--- src/rtl/pid_cell_if.sv ---
// Measurement-in / control-out stream bundle for the PID compute stage.
// The master drives samples and consumes results. The slave is the core.
interface pid_cell_if #(
    parameter int DATA_WIDTH = 32
);
    logic [DATA_WIDTH-1:0] meas_data;
    logic                  meas_valid;
    logic                  meas_ready;
    logic [DATA_WIDTH-1:0] u_data;
    logic                  u_valid;
    logic                  u_ready;

    modport master (
        output meas_data, meas_valid, u_ready,
        input  meas_ready, u_data, u_valid
    );

    modport slave (
        input  meas_data, meas_valid, u_ready,
        output meas_ready, u_data, u_valid
    );
endinterface

--- src/rtl/pid_cell_core.sv ---
// Saturating fixed-point PID stage fed by the register cell's flat regs bus.
// A single shared multiplier is time-multiplexed by a short FSM:
// ERR -> MUL_P -> MUL_I -> MUL_D -> SUM -> OUT.
module pid_cell_core #(
    parameter int                    DATA_SIZE   = 128,
    parameter int                    DATA_WIDTH  = 32,
    parameter int                    FRAC_BITS   = 16,
    parameter logic [DATA_WIDTH-1:0] INTEG_LIMIT = 32'h3FFFFFFF
) (
    input  logic                 clk,
    input  logic                 rst,
    input  logic [DATA_SIZE-1:0] regs,
    input  logic                 clr_integ,
    pid_cell_if.slave            io,
    output logic                 busy
);
    localparam int DW = DATA_WIDTH;
    localparam int TW = 2 * DW - FRAC_BITS;   // width of each product term
    localparam int SW = TW + 2;               // term sum with guard bits

    localparam logic [2:0] S_IDLE  = 3'd0;
    localparam logic [2:0] S_ERR   = 3'd1;
    localparam logic [2:0] S_MUL_P = 3'd2;
    localparam logic [2:0] S_MUL_I = 3'd3;
    localparam logic [2:0] S_MUL_D = 3'd4;
    localparam logic [2:0] S_SUM   = 3'd5;
    localparam logic [2:0] S_OUT   = 3'd6;

    localparam logic [DW-1:0]        MAX_W   = {1'b0, {(DW-1){1'b1}}};
    localparam logic [DW-1:0]        MIN_W   = {1'b1, {(DW-1){1'b0}}};
    localparam logic signed [DW+1:0] LIM_POS = $signed({2'b00, INTEG_LIMIT});
    localparam logic signed [DW+1:0] LIM_NEG = -LIM_POS;

    // Unpack the regs bus: word0 kp, word1 ki, word2 kd, word3 setpoint.
    logic [DW-1:0] reg_word [4];
    generate
        for (genvar gi = 0; gi < 4; gi++) begin : g_regs
            assign reg_word[gi] = regs[gi*DW +: DW];
        end
    endgenerate

    logic [2:0]           state_q, state_d;
    logic signed [DW-1:0] kp_q, kp_d, ki_q, ki_d, kd_q, kd_d, sp_q, sp_d;
    logic signed [DW-1:0] meas_q, meas_d, e_q, e_d, d_q, d_d;
    logic signed [DW-1:0] integ_q, integ_d, e_prev_q, e_prev_d;
    logic signed [TW-1:0] tp_q, tp_d, ti_q, ti_d, td_q, td_d;
    logic [DW-1:0]        u_data_q, u_data_d;
    logic                 u_valid_q, u_valid_d;

    logic [DW:0]            err_w;
    logic [DW-1:0]          e_sat;
    logic signed [DW+1:0]   integ_sum;
    logic [DW-1:0]          integ_clamp;
    logic [DW:0]            diff_w;
    logic [DW-1:0]          d_sat;
    logic signed [DW-1:0]   mul_a, mul_b;
    logic signed [2*DW-1:0] prod;
    logic signed [TW-1:0]   term;
    logic [SW-1:0]          sum_w;
    logic [DW-1:0]          u_sat;

    assign io.meas_ready = (state_q == S_IDLE) & ~clr_integ & ~rst;
    assign io.u_data     = u_data_q;
    assign io.u_valid    = u_valid_q;
    assign busy          = (state_q != S_IDLE);

    // Error, integrator and derivative arithmetic with saturation.
    always_comb begin
        err_w = {sp_q[DW-1], sp_q} - {meas_q[DW-1], meas_q};
        if (err_w[DW] == err_w[DW-1]) e_sat = err_w[DW-1:0];
        else                          e_sat = err_w[DW] ? MIN_W : MAX_W;

        integ_sum = $signed({{2{integ_q[DW-1]}}, integ_q}) + $signed({{2{e_sat[DW-1]}}, e_sat});
        if (integ_sum > LIM_POS)      integ_clamp = LIM_POS[DW-1:0];
        else if (integ_sum < LIM_NEG) integ_clamp = LIM_NEG[DW-1:0];
        else                          integ_clamp = integ_sum[DW-1:0];

        diff_w = {e_sat[DW-1], e_sat} - {e_prev_q[DW-1], e_prev_q};
        if (diff_w[DW] == diff_w[DW-1]) d_sat = diff_w[DW-1:0];
        else                            d_sat = diff_w[DW] ? MIN_W : MAX_W;
    end

    // Shared multiplier: operands selected by state, result floored by the Q shift.
    always_comb begin
        mul_a = '0;
        mul_b = '0;
        case (state_q)
            S_MUL_P: begin mul_a = kp_q; mul_b = e_q;     end
            S_MUL_I: begin mul_a = ki_q; mul_b = integ_q; end
            S_MUL_D: begin mul_a = kd_q; mul_b = d_q;     end
            default: begin mul_a = '0;   mul_b = '0;      end
        endcase
        prod = $signed({{DW{mul_a[DW-1]}}, mul_a}) * $signed({{DW{mul_b[DW-1]}}, mul_b});
        term = TW'(prod >>> FRAC_BITS);
    end

    // Final term sum saturated to the output word.
    always_comb begin
        sum_w = {{2{tp_q[TW-1]}}, tp_q} + {{2{ti_q[TW-1]}}, ti_q} + {{2{td_q[TW-1]}}, td_q};
        if (sum_w[SW-1:DW-1] == {(SW-DW+1){sum_w[SW-1]}}) u_sat = sum_w[DW-1:0];
        else                                              u_sat = sum_w[SW-1] ? MIN_W : MAX_W;
    end

    // FSM sequencing and next-state of every datapath register.
    always_comb begin
        state_d   = state_q;
        kp_d      = kp_q;
        ki_d      = ki_q;
        kd_d      = kd_q;
        sp_d      = sp_q;
        meas_d    = meas_q;
        e_d       = e_q;
        d_d       = d_q;
        integ_d   = integ_q;
        e_prev_d  = e_prev_q;
        tp_d      = tp_q;
        ti_d      = ti_q;
        td_d      = td_q;
        u_data_d  = u_data_q;
        u_valid_d = u_valid_q;
        case (state_q)
            S_IDLE: begin
                if (clr_integ) begin
                    integ_d  = '0;
                    e_prev_d = '0;
                end else if (io.meas_valid) begin
                    kp_d    = reg_word[0];
                    ki_d    = reg_word[1];
                    kd_d    = reg_word[2];
                    sp_d    = reg_word[3];
                    meas_d  = io.meas_data;
                    state_d = S_ERR;
                end
            end
            S_ERR: begin
                e_d      = e_sat;
                integ_d  = integ_clamp;
                d_d      = d_sat;
                e_prev_d = e_sat;
                state_d  = S_MUL_P;
            end
            S_MUL_P: begin tp_d = term; state_d = S_MUL_I; end
            S_MUL_I: begin ti_d = term; state_d = S_MUL_D; end
            S_MUL_D: begin td_d = term; state_d = S_SUM;   end
            S_SUM: begin
                u_data_d  = u_sat;
                u_valid_d = 1'b1;
                state_d   = S_OUT;
            end
            S_OUT: begin
                if (io.u_ready) begin
                    u_valid_d = 1'b0;
                    state_d   = S_IDLE;
                end
            end
            default: state_d = S_IDLE;
        endcase
    end

    // State registers; rst aborts any in-flight sample.
    always_ff @(posedge clk or posedge rst) begin
        if (rst) begin
            state_q   <= S_IDLE;
            kp_q      <= '0;
            ki_q      <= '0;
            kd_q      <= '0;
            sp_q      <= '0;
            meas_q    <= '0;
            e_q       <= '0;
            d_q       <= '0;
            integ_q   <= '0;
            e_prev_q  <= '0;
            tp_q      <= '0;
            ti_q      <= '0;
            td_q      <= '0;
            u_data_q  <= '0;
            u_valid_q <= 1'b0;
        end else begin
            state_q   <= state_d;
            kp_q      <= kp_d;
            ki_q      <= ki_d;
            kd_q      <= kd_d;
            sp_q      <= sp_d;
            meas_q    <= meas_d;
            e_q       <= e_d;
            d_q       <= d_d;
            integ_q   <= integ_d;
            e_prev_q  <= e_prev_d;
            tp_q      <= tp_d;
            ti_q      <= ti_d;
            td_q      <= td_d;
            u_data_q  <= u_data_d;
            u_valid_q <= u_valid_d;
        end
    end
endmodule

--- src/flat_wrapper.sv ---
// flat-port wrapper written by rule: the top's interface ports become plain ports
module pid_cell_core_flat 
#(
    parameter int                    DATA_SIZE   = 128,
    parameter int                    DATA_WIDTH  = 32,
    parameter int                    FRAC_BITS   = 16,
    parameter logic [DATA_WIDTH-1:0] INTEG_LIMIT = 32'h3FFFFFFF
)
  (clk, rst, regs, clr_integ, busy, io_meas_data, io_meas_valid, io_u_ready, io_meas_ready, io_u_data, io_u_valid);
  pid_cell_if #(.DATA_WIDTH(DATA_WIDTH)) io_i ();
  input  logic clk;
  input  logic rst;
  input  logic [DATA_SIZE-1:0] regs;
  input  logic clr_integ;
  output logic busy;
  input wire logic [$bits(io_i.meas_data)-1:0] io_meas_data;
  input wire logic [$bits(io_i.meas_valid)-1:0] io_meas_valid;
  input wire logic [$bits(io_i.u_ready)-1:0] io_u_ready;
  output wire logic [$bits(io_i.meas_ready)-1:0] io_meas_ready;
  output wire logic [$bits(io_i.u_data)-1:0] io_u_data;
  output wire logic [$bits(io_i.u_valid)-1:0] io_u_valid;
  assign io_i.meas_data = io_meas_data;
  assign io_i.meas_valid = io_meas_valid;
  assign io_i.u_ready = io_u_ready;
  assign io_meas_ready = io_i.meas_ready;
  assign io_u_data = io_i.u_data;
  assign io_u_valid = io_i.u_valid;
  pid_cell_core #(.DATA_SIZE(DATA_SIZE), .DATA_WIDTH(DATA_WIDTH), .FRAC_BITS(FRAC_BITS), .INTEG_LIMIT(INTEG_LIMIT)) u_core (.clk(clk), .rst(rst), .regs(regs), .clr_integ(clr_integ), .io(io_i), .busy(busy));
endmodule
--- config.mk ---
export PLATFORM = sky130hd
export DESIGN_NAME = pid_cell_core_flat
export DESIGN_NICKNAME = d
export VERILOG_FILES = /design/src/rtl/pid_cell_if.sv /design/src/rtl/pid_cell_core.sv /design/src/flat_wrapper.sv
export SDC_FILE = /design/constraint.sdc
export NUM_CORES = 2
export LEC_CHECK = 0
export CAP_MARGIN = 20
export CELL_PAD_IN_SITES_DETAIL_PLACEMENT = 1
export CELL_PAD_IN_SITES_GLOBAL_PLACEMENT = 2
export CORE_MARGIN = 2
export CORE_UTILIZATION = 35
export CTS_CLUSTER_SIZE = 12
export DETAILED_ROUTE_END_ITERATION = 10
export GPL_ROUTABILITY_DRIVEN = 0
export GPL_TIMING_DRIVEN = 0
export PLACE_DENSITY = 0.77
export SLEW_MARGIN = 20
export SYNTH_ARGS = -nofsm -noshare
export SYNTH_HDL_FRONTEND = slang
export SYNTH_SLANG_ARGS = --single-unit
--- constraint.sdc ---
create_clock -name clk -period 43.9 [get_ports clk]
set_input_delay 8.78 -clock clk [delete_from_list [all_inputs] [get_ports clk]]
set_output_delay 8.78 -clock clk [all_outputs]
set_load 0.02 [all_outputs]
Yosys cells after proc, flatten, opt, wreduce, memory -nomap -nowiden:

Cells that the tools add are included.

* multiplexer cells: 19
* add/sub/neg operators: 5
* order comparisons: 2
* bitwise logic cells: 4
* eq/ne operators: 13
* $mul: 1
* reductions and logical operators: 8

Operators with widths (number)
* two-way mux 32 bit: 9
* one-hot mux 32 bit (3 select lines): 2
* one-hot mux 32 bit (2 select lines): 2
* subtractor 32 x 32 -> 33 bit: 2
* multiplier 32 x 32 -> 64 bit: 1
* adder 50 bit: 1
* adder 48 x 48 -> 49 bit: 1
* greater-than comparator 34 x 31 -> 1 bit, second input constant: 1
* less-than comparator 34 x 31 -> 1 bit, second input constant: 1
* adder 32 x 32 -> 33 bit: 1
* one-hot mux 3 bit (7 select lines): 1
* == test 18 bit: 1
* == test 3 bit, second input constant: 3
* two-way mux 3 bit: 3
* inequality test 2 bit, second input constant: 4
* == test 3 x 2 -> 1 bit, second input constant: 2
* AND reduction 3 bit: 2
* AND reduction 2 bit: 2
* nonzero test 2 bit: 2
* == test 3 x 1 -> 1 bit, second input constant: 1
* logical NOT 3 bit: 1
* nonzero test 3 bit: 1
* bitwise AND 1 bit: 2
* == test 1 bit: 2
* other kinds (3): 4

* output and inout port bits: 35
* flip-flop bits (word level): 468
* bits of input ports: 165

Depth between registers and ports, before layout:

* depth in word-level cells: 8
* depth in mapped cells: 36

Worst setup path before layout:

OpenSTA, ideal clock, no wires.

* kind: in2out
* from: in clr_integ
* to: out io_meas_ready
* arrival time: 9277 ps
* slack: 25843 ps
* stages on the path: 1
* buffers on the path: 0
* data required time: 35120 ps
* path through: nor3_1

* longest elaborated chain between the ends: 3

RTL lines
* from (decl): line flat_wrapper.sv:14 `input logic clr_integ;`
* inverter 1 bit: line pid_cell_core.sv:62 `assign io.meas_ready = (state_q == S_IDLE) & ~clr_integ & ~rst;`
* bitwise AND 1 bit (2 in a row): line pid_cell_core.sv:62
* to (decl): line flat_wrapper.sv:19 `output wire logic [$bits(io_i.meas_ready)-1:0] io_meas_ready;`

No other way between the ends.

Final worst setup path:

* from: in rst
* to: out io_meas_ready

* longest elaborated chain between the ends: 2

RTL lines
* from (decl): line flat_wrapper.sv:12 `input logic rst;`
* inverter 1 bit: line pid_cell_core.sv:62
* bitwise AND 1 bit: line pid_cell_core.sv:62

No other way between the ends.

==> metrics.md <==
| Metric | Value |
|---|---|
| Clk root buf | clkbuf_16 |
| Largest net degree at the start of global routing | 103 |
| Fmax | approximately 53 MHz |
| Post-DP HPWL | 212 mm |
| First-pass GRT wire length | 369 mm |
| Setup violations, final | 0 |
| M1 wire length | around 100 mm |
| Buffers on Ports | 199 |
| Die height | 431 µm |
| Worst Tran Pin Value | 1.32 ns |
| Post-CTS Setup Repair Bufs | 0 |
| Top_reg_cell synth | dfrtp_1 |
| Register area | 11700 µm² |
| Asr flop ratio synth | 1.00 |
| I/O pins | 200 |
| Starting Density | 0.353 |
| Initial antenna violation count | 16 |
| Post-synthesis cell area | 63900 µm² |
| Clock Latency Late Sink | 0.74 ns |
| Period utilization | 0.432 |
| Placed cells | 9528 |
| Post-Syn Area per Cell | 9.20 µm² |
| Register area share after synthesis | 0.183 |
| Setup slack, reg-to-reg | 29.33 ns |
| Post-CTS Resized | 0 |
| EDFF count, synth | 0 |
| Grt total ovfl | 0 |
| Nets | 8846 |
| Met2 wire length | about 120 mm |
| Top cell type's share of synthesized area | 0.340 |
| Hold path endpoint | u_core.e_prev_q[16] |
| Clock-pin slew on the worst setup and hold paths | 0.06 ns |
| Synth area leader | fa_1 |
| Final Hold Vio Count | 0 |
| TritonCTS clock tree | done |
| Max Cap Viol | 0 |
| YS warnings | 0 |
| Hold path depth | 1 |
| Fillers | approximately 21000 |
| WL/cell | between 20 and 30 µm |
| Main area contributors after synthesis | fa_1, dfrtp_1, ha_1, inv_1, nand2_1 |
| Die ar. | 186000 µm² |
| Worst path arrival time | 10.17 ns |
| ANT nets after route | 0 |
| Hold Crit Class | reg2reg |
| DRT Pass-1 Iters | 6 |
| Clock Tree Buf Depth | 3 |
| Site Rows | ~160 |
| Crit Path Max Fanout | 2 |
| Synthesized Nets | 8569 |
| H-tree levels | 2 |
| Max Used Layer | met5 |
| Skew final | 0.0971 ns |
| CP required | 35.12 ns |
| HP Start | u_core.e_prev_q[16] |
| Crit end category | output pin |
| CTS Hold Bufs | 0 |
| Via Count | 52005 |
| RR Endpoint | u_core.td_q[47] |
| Final wirelength | 251 mm |
| Synth unique cells | 97 |
| Vias in the first global route | roughly 56000 |
| Vias per cell | 5.39 |
| Post-route DRC violation count | 0 |
| Final Slew Violations | 0 |
| Most frequent cells in the layout | inv_1, fa_1, nand2_1, nor2_1, dfrtp_1 |
| RSZ-0062 raised after global routing | no |
| Relative slew slack | 0.123 |
| Setup total negative slack | 0 ns |
| Core Region | 181000 µm² |
| Multi-input gate area | 46900 µm² |
| Gate Count Post-Synth | 6943 |
| DRT iter0 DRCs | 3515 |
| Layout cell share with drive strength beyond 1 | 0.0535 |
| Min Tclk post-route | 18.95 ns |
| Area grow syn2layout | 12.0% |
| Worst r2r path cells | 31 |
| CTS Buf Count | 59 |
| Commonest non-fill, non-tap cell in the layout | inv_1 |
| DR WL met3 | roughly 16 mm |
| Die width | about 430 µm |
| Clk sinks | approximately 470 |
| Status | completed |
| Flops & latches, synth | 468 |
| RR Startpoint | u_core.state_q[0] |
| Startpoint Class | input pin |
| GR Util All Layers | 0.269 |
| Non-filler cells, final | 9644 |
| Critical path class | in2out |
sequential cells by signal (all words and copies together), names as in the netlist:
register / cells
u_core.td_q: 48
u_core.ti_q: 48
u_core.tp_q: 48
u_core.d_q: 32
u_core.e_prev_q: 32
u_core.e_q: 32
u_core.integ_q: 32
u_core.io.u_data: 32
u_core.kd_q: 32
u_core.ki_q: 32
u_core.kp_q: 32
u_core.meas_q: 32
u_core.sp_q: 32
u_core.state_q: 3
u_core.io.u_valid: 1
worst max path at each step:
stage	endpoint	slack, ns	cells past startpoint	from
6_report	io_meas_ready	24.95	3	rst
5_1_grt	io_meas_ready	24.91	3	rst
4_1_cts	io_meas_ready	24.93	3	rst
3_5_place_dp	io_meas_ready	24.96	3	rst
3_3_place_gp	u_core.io.u_data[1]	15.52	2	rst
2_1_floorplan	u_core.d_q[0]	22.07	1	rst
metrics by stage:
step	setup slack [ns]	hold slack [ns]	instance area, µm²	utilization
6_report	24.95	0.473	71500	0.395
5_1_grt	24.91	0.485	71500	0.395
4_1_cts	24.93	0.475	71500	0.395
3_5_place_dp	24.96	0.463	69300	0.383
3_3_place_gp	15.52	0.456	68800	0.380
2_1_floorplan	22.07	0.438	63900	-
metal layers:
metal  up-vias  global-route usage
li1      22558                   -
met1     27120               0.338
met2      1751               0.452
met3       562              0.0417
met4        14               0.133
met5         -                   0
kinds of logic after synthesis:
family | synth area share
buffers and inverters | 0.0856
DFF | 0.183
AOI/OAI and AO/OA | 0.115
muxes | 0.0446
adders and majority gates | 0.415
and+or+nand+nor | 0.125
xor gates and xnor gates | 0.0307
cells in the mapped netlist, types with 7 or more instances:
cell type / count
a211oi_1: 25
a21boi_0: 13
a21o_1: 151
a21oi_1: 222
a221o_1: 34
a22o_1: 7
a31oi_1: 24
and2_1: 27
and3_1: 28
and4_1: 10
buf_1: 16
buf_2: 14
clkbuf_1: 278
dfrtp_1: 468
fa_1: 1086
ha_1: 375
inv_1: 1133
maj3_1: 11
mux2_2: 163
mux2i_1: 100
nand2_1: 994
nand2b_1: 30
nand3_1: 41
nand3b_1: 8
nand4_1: 28
nor2_1: 629
nor2b_1: 23
nor3_1: 36
nor4_1: 8
o2111ai_1: 7
o211ai_1: 19
o21a_1: 94
o21ai_0: 287
o21ai_1: 126
o21bai_1: 29
o31ai_1: 18
or2_2: 10
or3_1: 17
xnor2_1: 150
xor2_1: 74
critical path: stages:
cell	delay [ns]
clkdlybuf4s50_1	0.52
nor3_1	0.23
clkdlybuf4s50_1	0.64
area by class of cell:
type / count / area share
multi-input cells: 5029 / 0.656
flip-flops and latches: 468 / 0.164
inverters: 1134 / 0.0596
well taps: 2370 / 0.0415
repair buffers: 216 / 0.0319
clock buffers: 80 / 0.0230
plain buffers: 312 / 0.0171
clock inverters: 32 / 0.00756
diodes: 3 / 0.000105
Power is left out: the tool's default activity adds up to more than one toggle a clock period on the data nets, which glitch-free logic cannot reach.
